File: src/rtl/dmem_access_unit_if.sv
// Data-memory bus between the access unit (master) and the memory system (slave).
// Request fields stay stable while bus_req is high; bus_ready completes the transfer.
interface dmem_access_unit_if;
   logic        bus_req;
   logic        bus_we;
   logic [63:0] bus_addr;
   logic [63:0] bus_wdata;
   logic [7:0]  bus_wstrb;
   logic        bus_ready;
   logic [63:0] bus_rdata;

   modport master (
      output bus_req, bus_we, bus_addr, bus_wdata, bus_wstrb,
      input  bus_ready, bus_rdata
   );

   modport slave (
      input  bus_req, bus_we, bus_addr, bus_wdata, bus_wstrb,
      output bus_ready, bus_rdata
   );
endinterface

File: src/rtl/dmem_access_unit.sv
// Load/store unit: validates core requests, runs one aligned bus transfer per access,
// lane-shifts store data and sign/zero-extends load data, with a bus timeout abort.
module dmem_access_unit #(
   parameter int unsigned BUS_TIMEOUT = 1023
) (
   input  logic                       clk,
   input  logic                       rst,
   input  logic                       data_mem_read_enable_i,
   input  logic                       data_mem_write_enable_i,
   input  logic [2:0]                 funct3_i,
   input  logic [63:0]                address_i,
   input  logic [63:0]                write_data_i,
   output logic [63:0]                read_data_o,
   output logic                       stall_o,
   output logic                       access_fault_o,
   output logic                       bus_error_o,
   dmem_access_unit_if.master         bus
);

   localparam int unsigned CntW = (BUS_TIMEOUT > 1) ? $clog2(BUS_TIMEOUT) : 1;
   localparam logic [CntW-1:0] CntLast = CntW'(BUS_TIMEOUT - 1);

   typedef enum logic [1:0] {StIdle, StAccess, StDone} state_e;

   state_e            state_q, state_d;
   logic              bus_req_q, bus_req_d;
   logic              bus_we_q, bus_we_d;
   logic [63:0]       bus_addr_q, bus_addr_d;
   logic [63:0]       bus_wdata_q, bus_wdata_d;
   logic [7:0]        bus_wstrb_q, bus_wstrb_d;
   logic [2:0]        funct3_q, funct3_d;
   logic [2:0]        offset_q, offset_d;
   logic [63:0]       read_data_q, read_data_d;
   logic              bus_error_q, bus_error_d;
   logic [CntW-1:0]   cnt_q, cnt_d;

   logic              rd, wr, legal_f3, aligned, req_valid;
   logic [7:0]        size_mask;
   logic [63:0]       rshift, load_ext;

   assign rd = data_mem_read_enable_i;
   assign wr = data_mem_write_enable_i;

   always_comb begin
      legal_f3 = rd ? (funct3_i != 3'd7) : !funct3_i[2];
      unique case (funct3_i[1:0])
         2'd0:    begin aligned = 1'b1;                   size_mask = 8'h01; end
         2'd1:    begin aligned = !address_i[0];          size_mask = 8'h03; end
         2'd2:    begin aligned = (address_i[1:0] == 0);  size_mask = 8'h0F; end
         default: begin aligned = (address_i[2:0] == 0);  size_mask = 8'hFF; end
      endcase
      req_valid = (rd ^ wr) && legal_f3 && aligned;
   end

   always_comb begin
      rshift = bus.bus_rdata >> {offset_q, 3'b000};
      case (funct3_q)
         3'd0:    load_ext = {{56{rshift[7]}},  rshift[7:0]};
         3'd1:    load_ext = {{48{rshift[15]}}, rshift[15:0]};
         3'd2:    load_ext = {{32{rshift[31]}}, rshift[31:0]};
         3'd4:    load_ext = {56'd0, rshift[7:0]};
         3'd5:    load_ext = {48'd0, rshift[15:0]};
         3'd6:    load_ext = {32'd0, rshift[31:0]};
         default: load_ext = rshift;
      endcase
   end

   always_comb begin
      state_d        = state_q;
      bus_req_d      = bus_req_q;
      bus_we_d       = bus_we_q;
      bus_addr_d     = bus_addr_q;
      bus_wdata_d    = bus_wdata_q;
      bus_wstrb_d    = bus_wstrb_q;
      funct3_d       = funct3_q;
      offset_d       = offset_q;
      read_data_d    = read_data_q;
      bus_error_d    = 1'b0;
      cnt_d          = cnt_q;
      stall_o        = 1'b0;
      access_fault_o = 1'b0;
      case (state_q)
         StIdle: begin
            if (req_valid) begin
               stall_o     = 1'b1;
               state_d     = StAccess;
               bus_req_d   = 1'b1;
               bus_we_d    = wr;
               bus_addr_d  = {address_i[63:3], 3'b000};
               bus_wdata_d = write_data_i << {address_i[2:0], 3'b000};
               bus_wstrb_d = wr ? (size_mask << address_i[2:0]) : 8'h00;
               funct3_d    = funct3_i;
               offset_d    = address_i[2:0];
               cnt_d       = '0;
            end else if (rd || wr) begin
               access_fault_o = 1'b1;
            end
         end
         StAccess: begin
            stall_o = 1'b1;
            if (bus.bus_ready) begin
               state_d   = StDone;
               bus_req_d = 1'b0;
               if (!bus_we_q) read_data_d = load_ext;
            end else if (cnt_q == CntLast) begin
               // Abort: the store is dropped, a load returns zero.
               state_d     = StDone;
               bus_req_d   = 1'b0;
               bus_error_d = 1'b1;
               if (!bus_we_q) read_data_d = '0;
            end else begin
               cnt_d = cnt_q + 1'b1;
            end
         end
         StDone:  state_d = StIdle;
         default: state_d = StIdle;
      endcase
   end

   always_ff @(posedge clk or posedge rst) begin
      if (rst) begin
         state_q     <= StIdle;
         bus_req_q   <= 1'b0;
         bus_we_q    <= 1'b0;
         bus_addr_q  <= '0;
         bus_wdata_q <= '0;
         bus_wstrb_q <= '0;
         funct3_q    <= '0;
         offset_q    <= '0;
         read_data_q <= '0;
         bus_error_q <= 1'b0;
         cnt_q       <= '0;
      end else begin
         state_q     <= state_d;
         bus_req_q   <= bus_req_d;
         bus_we_q    <= bus_we_d;
         bus_addr_q  <= bus_addr_d;
         bus_wdata_q <= bus_wdata_d;
         bus_wstrb_q <= bus_wstrb_d;
         funct3_q    <= funct3_d;
         offset_q    <= offset_d;
         read_data_q <= read_data_d;
         bus_error_q <= bus_error_d;
         cnt_q       <= cnt_d;
      end
   end

   assign bus.bus_req   = bus_req_q;
   assign bus.bus_we    = bus_we_q;
   assign bus.bus_addr  = bus_addr_q;
   assign bus.bus_wdata = bus_wdata_q;
   assign bus.bus_wstrb = bus_wstrb_q;
   assign read_data_o   = read_data_q;
   assign bus_error_o   = bus_error_q;

endmodule

File: src/flat_wrapper.sv
// flat-port wrapper written by rule: the top's interface ports become plain ports
module dmem_access_unit_flat 
#(
   parameter int unsigned BUS_TIMEOUT = 1023
)
  (clk, rst, data_mem_read_enable_i, data_mem_write_enable_i, funct3_i, address_i, write_data_i, read_data_o, stall_o, access_fault_o, bus_error_o, bus_bus_req, bus_bus_we, bus_bus_addr, bus_bus_wdata, bus_bus_wstrb, bus_bus_ready, bus_bus_rdata);
  dmem_access_unit_if bus_i ();
  input  logic clk;
  input  logic rst;
  input  logic data_mem_read_enable_i;
  input  logic data_mem_write_enable_i;
  input  logic [2:0] funct3_i;
  input  logic [63:0] address_i;
  input  logic [63:0] write_data_i;
  output logic [63:0] read_data_o;
  output logic stall_o;
  output logic access_fault_o;
  output logic bus_error_o;
  output wire logic [$bits(bus_i.bus_req)-1:0] bus_bus_req;
  output wire logic [$bits(bus_i.bus_we)-1:0] bus_bus_we;
  output wire logic [$bits(bus_i.bus_addr)-1:0] bus_bus_addr;
  output wire logic [$bits(bus_i.bus_wdata)-1:0] bus_bus_wdata;
  output wire logic [$bits(bus_i.bus_wstrb)-1:0] bus_bus_wstrb;
  input wire logic [$bits(bus_i.bus_ready)-1:0] bus_bus_ready;
  input wire logic [$bits(bus_i.bus_rdata)-1:0] bus_bus_rdata;
  assign bus_bus_req = bus_i.bus_req;
  assign bus_bus_we = bus_i.bus_we;
  assign bus_bus_addr = bus_i.bus_addr;
  assign bus_bus_wdata = bus_i.bus_wdata;
  assign bus_bus_wstrb = bus_i.bus_wstrb;
  assign bus_i.bus_ready = bus_bus_ready;
  assign bus_i.bus_rdata = bus_bus_rdata;
  dmem_access_unit #(.BUS_TIMEOUT(BUS_TIMEOUT)) u_core (.clk(clk), .rst(rst), .data_mem_read_enable_i(data_mem_read_enable_i), .data_mem_write_enable_i(data_mem_write_enable_i), .funct3_i(funct3_i), .address_i(address_i), .write_data_i(write_data_i), .read_data_o(read_data_o), .stall_o(stall_o), .access_fault_o(access_fault_o), .bus_error_o(bus_error_o), .bus(bus_i));
endmodule
File: config.mk
export PLATFORM = sky130hd
export DESIGN_NAME = dmem_access_unit_flat
export DESIGN_NICKNAME = d
export VERILOG_FILES = /design/src/rtl/dmem_access_unit_if.sv /design/src/rtl/dmem_access_unit.sv /design/src/flat_wrapper.sv
export SDC_FILE = /design/constraint.sdc
export NUM_CORES = 1
export LEC_CHECK = 0
export ABC_AREA = 1
export CAP_MARGIN = 20
export CORE_UTILIZATION = 44
export CTS_BUF_LIST = sky130_fd_sc_hd__clkbuf_4
export DETAILED_ROUTE_END_ITERATION = 16
export PLACE_DENSITY_LB_ADDON = 0.15
export SETUP_SLACK_MARGIN = 0.4
export SYNTH_ARGS = -nofsm -noshare
export SYNTH_HDL_FRONTEND = slang
export SYNTH_SLANG_ARGS = --single-unit
File: constraint.sdc
create_clock -name clk -period 7.7 [get_ports clk]
set_clock_uncertainty 0.2 [all_clocks]
set_input_delay 1.155 -clock clk [delete_from_list [all_inputs] [get_ports clk]]
set_output_delay 1.155 -clock clk [all_outputs]
set_load 0.005 [all_outputs]
Word level (Yosys, flattened, before mapping). Index checks and enable logic that the tools add are counted.

Bits in registers: 218. Latch bits: 0. Bits in writable memories: 0. Bits in read-only memories: 0. Input port bits: 200. Output and inout port bits: 205. Logic and storage cells: 77. Memories: 0.

Add/subtract/negate cells: 1. $mul: 0. Divide/modulo/power cells: 0. Magnitude comparators: 0. Equality and inequality tests: 14. Shift operators: 3. Muxes and demuxes: 29. Bitwise logic cells: 2. Reduce and logical (&&, ||, !) cells: 17.

Operators with widths (count): $pmux 64 s6 (1); $mux 64 (4); $shl 64x6->64 (1); $shr 64x6->64 (1); $mux 10 (3); $pmux 8 s3 (1); $pmux 10 s2 (1); $mux 1 (11); $add 10x1->10 const B (1); $eq 10x10->1 const B (1); $eq 3x3->1 const B (3); $mux 8 (1); $shl 8x3->8 (1); $logic_not 2->1 (3); $logic_not 3->1 (2); $mux 2 (3); $reduce_and 3->1 (2); $eq 2x1->1 const B (2); $ne 2x2->1 const B (2); $pmux 1 s2 (2); $pmux 2 s2 (1); $reduce_and 2->1 (2); $reduce_and 4->1 (1); $reduce_bool 2->1 (2); other kinds (12) (14).

Longest topological paths before layout.
Word-level depth: 6. Mapped depth: 12. Gate-level depth less buffers: 9.

Worst setup path after synthesis. OpenSTA, ideal clock, no wires.

Path type: input-to-output. Start point: input data_mem_read_enable_i. End point: output stall_o. Data arrival time: 2235 ps. Slack: 4110 ps. Stages on the path: 6. Path through: inv_1 -> ha_1 -> a21boi_1 -> nand4_4 -> clkbuf_1 -> nand2_1.

Word-level cells in the longest chain between the ends: 5.

RTL lines: from (decl) (RTL line flat_wrapper.sv:10) `input logic data_mem_read_enable_i;`; $xor 1x1->1 / $mux 1 (equally long branches) (RTL line dmem_access_unit.sv:52, dmem_access_unit.sv:45); $logic_and 1x1->1 * (2 in series) (RTL line dmem_access_unit.sv:52) `req_valid = (rd ^ wr) && legal_f3 && aligned;`; $mux 1 * (RTL line dmem_access_unit.sv:84) `if (req_valid) begin`; $pmux 1 s2 * (RTL line dmem_access_unit.sv:82) `case (state_q)`; to (decl) (RTL line flat_wrapper.sv:16) `output logic stall_o;`.

Every way passes the cells marked *; elsewhere a longest branch is shown, timed or not.

Final worst setup path.
Start point: input address_i[0]. End point: output stall_o.

Word-level cells in the longest chain between the ends: 5.

RTL lines: from (decl) (RTL line flat_wrapper.sv:13) `input logic [63:0] address_i;`; $logic_not 3->1, or another cell as far along (RTL line dmem_access_unit.sv:50) `default: begin aligned = (address_i[2:0] == 0); size_mask = 8'hFF; end`; $pmux 1 s3 * (RTL line dmem_access_unit.sv:46) `unique case (funct3_i[1:0])`; $logic_and 1x1->1 * (RTL line dmem_access_unit.sv:52); $mux 1 * (RTL line dmem_access_unit.sv:84); $pmux 1 s2 * (RTL line dmem_access_unit.sv:82).

Marked as above.

==> impl_metrics.yaml <==
status:
  status: "completed"
detailed_routing:
  drc: 0
  routed_wl_um: 44400
  vias: 13600
  avgRoutedWirePerCell_um: 17.2
  vias_per_cell: 5.25
  antenna_left: 0
  drt-initial-drc-count: 1226
  first_pass_iters: 7
sta:
  setup_viol: 0
  fin_crit_sh: 0.700
  fmax_mhz: 185
  hold_viol_final: 0
  slew_headroom: 0.255
  tightest_slew_ns: 1.12
  finalWorstSetupSlack_ns: 2.31
  rsz0062_at_grt: "no"
  slew_violations: 0
  min_period_ns: 5.39
  fin_setup_tns_ns: 0
layout:
  drive_above_1_share: 0.0625
  fin_nets: 2367
  mostFrequentLayoutCell: "nand2_1"
  final_cell_mix: "nand2_1, clkdlybuf4s50_1, dfrtp_1"
  final_util: 0.616
  syn2layout_area_growth_pct: 37.2
  multiInputGateArea_um2: 6210
  n_fill_cell: 2659
  register_area_um2: 5460
die:
  dieWidth_um: 171
  die_h_um: 171
  start_util: 0.449
  die-area_um2: 29200
  core.rowCount: 61
  core_area_um2: 27900
  ios: 405
grt:
  grt_pass1_wl_um: 67500
  grt.met2_usage: 0.486
  antenna_found_initial: 2
  grt_overflow: 0
  grt_usage: 0.299
  met1_usage: 0.372
  first_global_vias: 12800
  grt-busiest-layer: "met2"
  grt_max_degree: 192
  use_met3: 0.0756
yosys:
  ys.flop_type: "dfrtp_1"
  synth_edf_count: 0
  async_reset_ff_frac: 1.00
  seq_area_frac_synth: 0.435
  syn_area_per_cell_um2: 6.88
  ys_ff_latch: 218
  ys_types: 40
  yosys_warnings: 0
  syn_inst: 1823
  synth_area_um2: 12500
pwr:
  combPwrFrac: 0.472
  seqPwrFrac: 0.337
  switching_share: 0.394
  vdd_drop_max_v: 0.000167
  leakagePower_nw: 8.41
  intPower_mw: 3.25
  p_clk_frac: 0.191
  power_switching_mw: 2.11
  powerDensity_nw_per_um2: 311
placement:
  post-place-ws_ns: 2.37
  port_buffers: 401
  gp_congestion: 0.963
  dp_hpwl_um: 31200
cts:
  cts_setup_buffers: 0
  cts_tree: "yes"
  clk_latency_ns: 0.69
  clk_pin_slew_worst_paths_ns: 0.06
  cts_buffer_depth: 3
  cts_buffers: 59
  ctsResizeCount: 0
  cts_max_level: 2
  cts_sinks: 218
  cts_root_buf: "clkbuf_4"
  postCtsHoldBufs: 0
setup_path:
  critPathMaxFanout: 72
  ff2ff_path_depth: 10
  timing.rr.end: "u_core.read_data_o[49]$_DFFE_PP0P_"
  r2r-start: "u_core.offset_q[1]$_DFFE_PP0P_"
  r2r_slack_ns: 3.75
  critPathArrivalTime_ns: 4.04
  critical_path_class: "primary input to output port"
  worst_setup_path_start_kind: "primary input"
  critPathCaptureType: "output port"
  crit_required_ns: 6.34
run:
  maxCapViolCount: 0
hold_path:
  min_path_cells: 2
  hp-class: "flip-flop to flip-flop"
  hold_end: "u_core.read_data_o[7]$_DFFE_PP0P_"
  min-delay-start: "u_core.read_data_o[7]$_DFFE_PP0P_"
==> state kept, by name (all words and copies together) (netlist names), 2 cells and up <==
name	cells
u_core.funct3_q	3
u_core.bus.bus_wdata	64
u_core.cnt_q	10
u_core.read_data_o	64
u_core.bus.bus_wstrb	8
u_core.bus.bus_addr	61
u_core.offset_q	3
u_core.state_q	2
==> power groups by stage <==
stage	sequential [mW]	clock (mW)	combinational, mW
6_report	1.80	1.02	2.53
3_5_place_dp	1.81	0	2.52
3_3_place_gp	1.81	0	2.49
2_1_floorplan	1.81	0	1.22
5_1_grt	1.85	1.11	2.78
4_1_cts	1.80	1.05	2.53
==> critical path, stage by stage <==
cell	delay [ns]
buf_2	0.10
buf_4	0.32
inv_2	0.68
o21ai_2	0.13
nand3_1	0.18
nand4_4	0.67
nand2_1	0.23
clkdlybuf4s50_1	0.53
==> kinds of logic after synthesis <==
family | after synthesis | share of synthesized area
compound gates | 300 | 0.132
xor+xnor | 8 | 0.00559
fa+ha+maj | 3 | 0.00299
buf+inv | 191 | 0.0700
flops | 218 | 0.435
mux | 2 | 0.00160
other cells | 1 | 0.000299
simple gates | 1100 | 0.352
==> cells in the mapped netlist (2+ instances only) <==
library cell,number,area share
a21boi_0,2,0.0012
a21oi_1,69,0.028
a22oi_1,9,0.0054
buf_1,17,0.0051
buf_2,51,0.020
buf_4,7,0.0042
buf_6,9,0.0081
clkbuf_1,50,0.015
dfrtp_1,218,0.43
ha_1,3,0.0030
inv_1,52,0.016
inv_2,2,0.00060
mux2i_1,2,0.0016
nand2_1,843,0.25
nand2_2,4,0.0020
nand3_1,151,0.060
nand3_2,2,0.0016
nor2_1,76,0.023
nor2_4,2,0.0018
nor3_1,5,0.0020
o211ai_1,37,0.022
o21ai_0,153,0.061
o21ai_1,20,0.0080
o22ai_1,2,0.0010
o31ai_1,3,0.0018
or2_2,14,0.0070
xnor2_1,2,0.0014
xor2_1,6,0.0042
==> metrics by stage <==
step	instances	hold WS, ns	power (mW)	area [um2]
3_5_place_dp	2481	0.264	4.33	16500
2_1_floorplan	1825	0.265	3.03	12600
5_1_grt	2589	0.296	5.74	17200
4_1_cts	2587	0.279	5.38	17200
6_report	2590	0.271	5.35	17200
3_3_place_gp	2481	0.259	4.30	16500
==> layout make-up <==
type | count | area share
Antenna cell | 3 | 0.000436
Clock buffer | 86 | 0.0375
Clock inverter | 20 | 0.00545
Inverter | 56 | 0.0126
Multi-Input combinational cell | 1416 | 0.361
Sequential cell | 218 | 0.317
Tap cell | 378 | 0.0275
Timing Repair Buffer | 413 | 0.238
==> metal layers <==
layer / routed length, um / vias up / part of all wire
met4: 1800 / 0 / 0.041
met2: 20800 / 596 / 0.47
li1: - / 6576 / -
met5: 0 / - / 0
met3: 3990 / 111 / 0.090
met1: 17800 / 6317 / 0.40
==> worst max path at each step <==
stage                  from                                   to  slack, ns  depth (start not counted)
2_1_floorplan           rst  u_core.bus.bus_addr[10]$_DFFE_PP0P_       3.50                          1
3_3_place_gp   address_i[0]                              stall_o       2.41                          8
3_5_place_dp   address_i[0]                              stall_o       2.37                          8
4_1_cts        address_i[0]                              stall_o       2.36                          8
5_1_grt        address_i[0]                              stall_o       2.07                          8
6_report       address_i[0]                              stall_o       2.31                          8
No activity file was read; power rests on OpenSTA's default activity.
